**src/rtl/disp_scan_mux.sv**
```systemverilog
// ---------------------------------------------------------------------------
// disp_scan_mux
//
// Time-multiplexed scan controller for a 4-digit seven-segment display.
// It steps through the four BCD digits one slot at a time. For the selected
// digit it presents the nibble to the segment decoder and pulls the matching
// active-low anode low.
//
// Each slot starts with a short blank guard that holds all anodes off.
// This stops the previous digit's segments from ghosting onto the new one.
// Digits flagged in blink_mask go dark during the odd blink half-period.
// They keep their scan slot, so the other digits' timing and brightness
// do not change.
//
// Ports:
//   CLK         system clock, all state updates on the rising edge
//   RESET       synchronous, active-high reset
//   d0..d3      digit values, d0 rightmost, d3 leftmost
//   blink_mask  bit i set: digit i blinks
//   mux_digit   currently selected nibble, combinational from d[idx]
//   an          anode enables, active-low, bit i = digit i
//   digit_idx   index of the digit currently selected
//   frame_tick  registered one-cycle pulse in the first cycle of each frame
// ---------------------------------------------------------------------------
module disp_scan_mux #(
    parameter int REFRESH_DIV  = 100000,
    parameter int BLANK_CYCLES = 4,
    parameter int BLINK_FRAMES = 128
) (
    input  logic       CLK,
    input  logic       RESET,
    input  logic [3:0] d0,
    input  logic [3:0] d1,
    input  logic [3:0] d2,
    input  logic [3:0] d3,
    input  logic [3:0] blink_mask,
    output logic [3:0] mux_digit,
    output logic [3:0] an,
    output logic [1:0] digit_idx,
    output logic       frame_tick
);

    localparam int CNT_W  = (REFRESH_DIV > 1) ? $clog2(REFRESH_DIV) : 1;
    localparam int FCNT_W = (BLINK_FRAMES > 1) ? $clog2(BLINK_FRAMES) : 1;
    localparam logic [CNT_W-1:0]  CNT_LAST  = CNT_W'(REFRESH_DIV - 1);
    localparam logic [FCNT_W-1:0] FCNT_LAST = FCNT_W'(BLINK_FRAMES - 1);

    logic [CNT_W-1:0]  cnt_q, cnt_d;
    logic [1:0]        idx_q, idx_d;
    logic [FCNT_W-1:0] fcnt_q, fcnt_d;
    logic              blink_phase_q, blink_phase_d;
    logic              frame_tick_q, frame_tick_d;
    logic              tick;
    logic              blank;

    // The slot ends on the last count of the slot counter. That same cycle
    // advances the digit index, and on digit 3 it also advances the frame.
    assign tick = (cnt_q == CNT_LAST);

    // With the guard disabled there is nothing to compare against.
    // Tying blank off here avoids a comparison that is always false.
    generate
        if (BLANK_CYCLES == 0) begin : g_no_guard
            assign blank = 1'b0;
        end else begin : g_guard
            assign blank = (cnt_q < CNT_W'(BLANK_CYCLES));
        end
    endgenerate

    // Next-state logic for the scan counters. frame_tick defaults low, so it
    // only rises for the single cycle after the slot-3 tick. The blink phase
    // flips once every BLINK_FRAMES complete frames.
    always_comb begin
        cnt_d         = cnt_q + CNT_W'(1);
        idx_d         = idx_q;
        fcnt_d        = fcnt_q;
        blink_phase_d = blink_phase_q;
        frame_tick_d  = 1'b0;
        if (tick) begin
            cnt_d        = '0;
            idx_d        = idx_q + 2'd1;
            frame_tick_d = (idx_q == 2'd3);
            if (idx_q == 2'd3) begin
                if (fcnt_q == FCNT_LAST) begin
                    fcnt_d        = '0;
                    blink_phase_d = ~blink_phase_q;
                end else begin
                    fcnt_d = fcnt_q + FCNT_W'(1);
                end
            end
        end
    end

    // State register. Reset wins over every other update, even mid-slot.
    // blink_phase resets to the visible phase.
    always_ff @(posedge CLK) begin
        if (RESET) begin
            cnt_q         <= '0;
            idx_q         <= 2'd0;
            fcnt_q        <= '0;
            blink_phase_q <= 1'b0;
            frame_tick_q  <= 1'b0;
        end else begin
            cnt_q         <= cnt_d;
            idx_q         <= idx_d;
            fcnt_q        <= fcnt_d;
            blink_phase_q <= blink_phase_d;
            frame_tick_q  <= frame_tick_d;
        end
    end

    // Digit select is purely combinational, so live counter updates show up
    // in the same cycle. Values 10..15 pass straight through to the decoder.
    always_comb begin
        mux_digit = d0;
        case (idx_q)
            2'd0:    mux_digit = d0;
            2'd1:    mux_digit = d1;
            2'd2:    mux_digit = d2;
            default: mux_digit = d3;
        endcase
    end

    // Anode drive depends only on registered state and blink_mask. At most
    // the selected anode is pulled low, and only outside the guard window and
    // outside that digit's dark blink phase.
    always_comb begin
        an = 4'b1111;
        if (!blank && !(blink_phase_q && blink_mask[idx_q])) begin
            an[idx_q] = 1'b0;
        end
    end

    assign digit_idx  = idx_q;
    assign frame_tick = frame_tick_q;

endmodule

```
**config.mk**
```make
export PLATFORM = sky130hd
export DESIGN_NAME = disp_scan_mux
export DESIGN_NICKNAME = d
export VERILOG_FILES = /design/src/rtl/disp_scan_mux.sv
export SDC_FILE = /design/constraint.sdc
export NUM_CORES = 1
export LEC_CHECK = 0
export ABC_AREA = 1
export CORE_UTILIZATION = 55
export CTS_CLUSTER_DIAMETER = 200
export DETAILED_ROUTE_END_ITERATION = 10
export GPL_ROUTABILITY_DRIVEN = 0
export GPL_TIMING_DRIVEN = 0
export PLACE_DENSITY = 0.81
export SLEW_MARGIN = 25
export SYNTH_ARGS = -nofsm -noshare
export SYNTH_HDL_FRONTEND = slang
export SYNTH_SLANG_ARGS = --single-unit
```
**constraint.sdc**
```tcl
create_clock -name CLK -period 2.9 [get_ports CLK]
set_input_delay 0.58 -clock CLK [delete_from_list [all_inputs] [get_ports CLK]]
set_output_delay 0.58 -clock CLK [all_outputs]
set_load 0.1 [all_outputs]
```
Word level (Yosys, flattened, before mapping)
Cells that the tools add are included.
Widths: inputs -> output; s select.
{"block": "classes", "add_sub_neg": 3, "magnitude_cmp": 3, "n_reduce_logical": 10, "eq_ne": 5, "n_mux": 7, "bitwise": 3}
{"op": "$add 17x1->17 const B", "n": 1}
{"op": "$eq 17x17->1 const B", "n": 1}
{"op": "$lt 17x3->1 const B", "n": 1}
{"op": "$pmux 4 s3", "n": 1}
{"op": "$add 7x1->7 const B", "n": 1}
{"op": "$eq 7x7->1 const B", "n": 1}
{"op": "$mux 7", "n": 1}
{"op": "$eq 2x2->1 const B", "n": 2}
{"op": "$mux 4", "n": 1}
{"op": "$not 4->4", "n": 1}
{"op": "$reduce_or 2->1", "n": 2}
{"op": "$logic_and 1x1->1", "n": 3}
{"op": "$lt 2x3->1 const B", "n": 1}
{"op": "$reduce_and 3->1", "n": 1}
{"op": "$add 2x1->2 const B", "n": 1}
{"op": "$bmux 1 s2", "n": 1}
{"op": "$demux 1 s2", "n": 1}
{"op": "$eq 2x1->1 const B", "n": 1}
{"op": "$ge 2x1->1 const B", "n": 1}
{"op": "$logic_not 1->1", "n": 2}
{"op": "$logic_not 2->1", "n": 1}
{"op": "$mux 1", "n": 2}
{"op": "$not 1->1", "n": 2}
{"op": "$reduce_and 2->1", "n": 1}
{"block": "totals", "inputBits": 22, "regBits": 28, "wordCells": 36}

Depth between registers and ports, before layout
{"block": "depth", "ltp_word": 6, "mapped_depth": 9}

Worst setup path after synthesis
OpenSTA, ideal clock, no wires.
{"block": "synth_path", "path_kind": "register -> output", "start": "register idx_q[0], in the netlist digit_idx[0]", "end": "output mux_digit[0]", "path_stages_with_launch": 5, "slack_ns": -0.864, "t_required_ns": 2.320, "t_arrival_ns": 3.184, "path_cell_list": "dfxtp_1 ha_1 buf_2 a21oi_1 a31oi_1"}
{"block": "synth_between", "elab_chain_len": 2}
{"element": "start: declaration", "line": "49", "rtl": "logic [1:0] idx_q, idx_d;"}
{"element": "start signal: assignment", "line": "105", "rtl": "idx_q <= idx_d;"}
{"element": "$eq 2x2->1, or another cell as far along", "line": "116", "rtl": "case (idx_q)"}
{"element": "$pmux 4 s3 (*)", "line": "116"}
{"element": "end: declaration", "line": "37", "rtl": "output logic [3:0] mux_digit,"}
Mark *: on every way between the ends. The rest lies on a longest branch, timed or not.

Final worst setup path
{"block": "layout_path", "start": "register idx_q[0], in the netlist digit_idx[0]", "end": "output mux_digit[1]"}
The elaborated chain is that of the path after synthesis.

==> metrics <==
outcome=finished, final reports clean; count of clock tree sinks=28; vias=1789; largest fanout of any net on the critical path=10; Final Hold Viols=0; Area growth syn-to-layout=25.6%; total grt overflow=0; switching power total=166 µW; final routed wire length divided by cell count=11.7 µm; share of Yosys cell area claimed by the top area cell type=32.0%; total design power=733 µW; worst hold slack after final layout=454 ps; Worst-Skew Late Latency=330 ps; slowest cell on the critical path=dfxtp_1; Max Fclk=374 MHz; Die Height=58.5 µm; top_reg_cell synth=dfxtp_1; type of the most critical hold path=flip-flop to flip-flop; fraction of final layout cells with drive strength greater than 1=11.9%; H-tree depth reported by CTS=1; post-layout worst setup margin=227 ps; Post-Synthesis Cell Area=1750 µm²; largest net degree at the start of global routing=17; count of routing violations after the opening detailed-route iteration=135; leading cell type by number of instances after synthesis=nand2_1; max_slew headroom=35.3%; kind of end point of the critical path=output port; die footprint=3420 µm²; number of enable-type register cells in the synthesized netlist=0; total DRC errors in the routed layout=0; critical path, cell by cell=ha_1 -> buf_2 -> a21oi_1 -> a31oi_4 -> buf_2; final-stage net count=331; Syn Nets=294; Worst VDD drop=0.190 mV; Final ANT Viol Nets=0; static leakage power=0.786 nW; final-report setup violation count=0; Detailed Routing Iterations Pass 1=5; number of synthesized register bits=28; CTS max path bufs=2; leading post-synthesis cells by cell area=dfxtp_1 32%, nand2_1 14%, nor2_1 8.4%; number of distinct library cells after synthesis=30; top cells by count, synth=66 x nand2_1, 39 x nor2_1, 28 x dfxtp_1; unrepaired setup endpoints after global routing=false; minimum setup slack after placement=-279 ps; Die Wd=58.5 µm; number of maximum-capacitance constraint violations=0; via count of the first global-routing pass=1557; library cell used as clock root buffer=clkbuf_4; synthesis warning total=0; post-detailed-routing wire length=4050 µm; Inserted Clock Buffers=3; count of antenna diodes in the layout=0; worst setup path class=flip-flop to output port; I/O pin total=33; clock period minus final worst setup slack=2670 ps; Sequential Power Share=53.4%; post-DP HPWL=3160 µm; CTS clock-pin slew for the worst setup and hold paths=140 ps; area leader, netlist=dfxtp_1; fraction of power consumed by combinational cells=12.0%; CP peak stage delay=490 ps; final clock period utilization by the worst path=92.2%; Net Sw Frac=22.6%; Max Clock Skew=11.6 ps; ratio of routed vias to standard cells=5.17; syn_area_per_cell=6.59 µm²; Mapped Cells=266; placeable core region=3030 µm²; cell mode on critical path=buf_2; count of buffers added by post-CTS timing repair for setup=0; std cell rows=20; antenna violations before repair=0; starting density of the core=57.9%; signal arrival time at the worst endpoint=2090 ps; Clk network pwr share=34.6%; Cell Int Power=567 µW; sequential fraction of the synthesis area=32.0%; PwrDens=333 nW/µm²; required time at the worst-slack endpoint=2320 ps; final slew viol count=0; CP startpoint kind=flip-flop; transition time at the pin with the least slew margin=967 ps; port bufs=32; async set-or-reset flop fraction in the synthesized netlist=0%; TritonCTS clock tree=yes; wire length of the first global-routing pass=6820 µm; GRT Util Overall=25.6%
-- registers in the layout (all words and copies together) (netlist names) --
register       flops
cnt_q             17
fcnt_q             7
digit_idx          2
blink_phase_q      1
frame_tick         1
-- logic make-up (layout without fill, tap and decap cells) --
family                   count (synthesis)  in the layout  synth area share (%)
buffers and inverters                   33             69                  7.85
XOR/XNOR                                 3              3                  1.50
adder cells (fa/ha/maj)                  6              6                  4.28
AND/OR/NAND/NOR                        166            166                  45.4
flip-flops                              28             28                  32.0
AO/OA/AOI/OAI                           30             30                  8.99
-- routing by layer --
layer | global-route usage (%) | vias to the layer above | part of all wire, %
met4 | 5.10 | 0 | 0.94
met2 | 44.7 | 43 | 47
met1 | 33.5 | 790 | 47
met5 | 0 | - | 0
li1 | - | 949 | -
met3 | 3.96 | 7 | 5.2
-- power by group through the flow --
stage	Sequential (mW)	Combinational (mW)	Clock, mW
3_3_place_gp	0.399	0.0912	0
5_1_grt	0.392	0.0942	0.277
3_5_place_dp	0.399	0.0921	0
6_report	0.391	0.0881	0.254
2_1_floorplan	0.399	0.0519	0
4_1_cts	0.391	0.0910	0.263
-- worst max-delay path: cells and delay by family, from the launching register on --
family                     cells  cell delay [ps]
AOI/OAI and AO/OA              2              240
buffers and inverters          2              720
DFF                            1              490
adders and majority gates      1              320
-- layout by cell type, fill, tap and decap left out, drive strengths merged --
| cell | count |
|---|---|
| clkinv | 2 |
| dfxtp | 28 |
| a31oi | 5 |
| inv | 28 |
| buf | 7 |
| o22ai | 1 |
| xnor2 | 1 |
| nand3 | 28 |
| xor2 | 2 |
| a21oi | 20 |
| nor3b | 4 |
| clkbuf | 7 |
| nor3 | 9 |
| nand2 | 68 |
| o21ai | 4 |
| bufinv | 1 |
| nand4 | 11 |
| clkdlybuf4s50 | 24 |
| nor2 | 45 |
| nor4 | 1 |
| ha | 6 |
-- per-stage QoR --
stage | util, % | cell area (µm²) | setup TNS (ps) | cells
2_1_floorplan | - | 1810 | 0 | 266
3_3_place_gp | 72.3 | 2190 | -1480 | 342
3_5_place_dp | 72.3 | 2190 | -1560 | 342
4_1_cts | 74.1 | 2240 | 0 | 346
5_1_grt | 72.7 | 2200 | 0 | 346
6_report | 72.7 | 2200 | 0 | 346
-- path summary, 6_finish.rpt --
kind	from	end	slack, ps	depth (start not counted)
setup / recovery	digit_idx[0]$_SDFFE_PP0N_	mux_digit[1]	230	5
hold / removal	cnt_q[0]$_SDFF_PP0_	cnt_q[0]$_SDFF_PP0_	450	1
setup reg to reg	cnt_q[0]$_SDFF_PP0_	fcnt_q[2]$_SDFFE_PP0P_	1360	8
hold reg to reg	cnt_q[0]$_SDFF_PP0_	cnt_q[0]$_SDFF_PP0_	450	1
-- cell type report --
cell class              count  area, µm²
plain buffers               3       23.8
clock buffers               3       22.5
clock inverters             1       30.0
fillers                   275        827
inverters                  30        114
multi-input cells         205       1110
flip-flops and latches     28        561
well taps                  44       55.1
repair buffers             32        280
-- what timing repair did --
| item | CTS | global route |
|---|---|---|
| setup endpoints to repair | 8 | 8 |
| resized for setup | 18 | 14 |
| hold buffers | 0 | 0 |
Note: power is estimated with default switching activity, not from simulation.
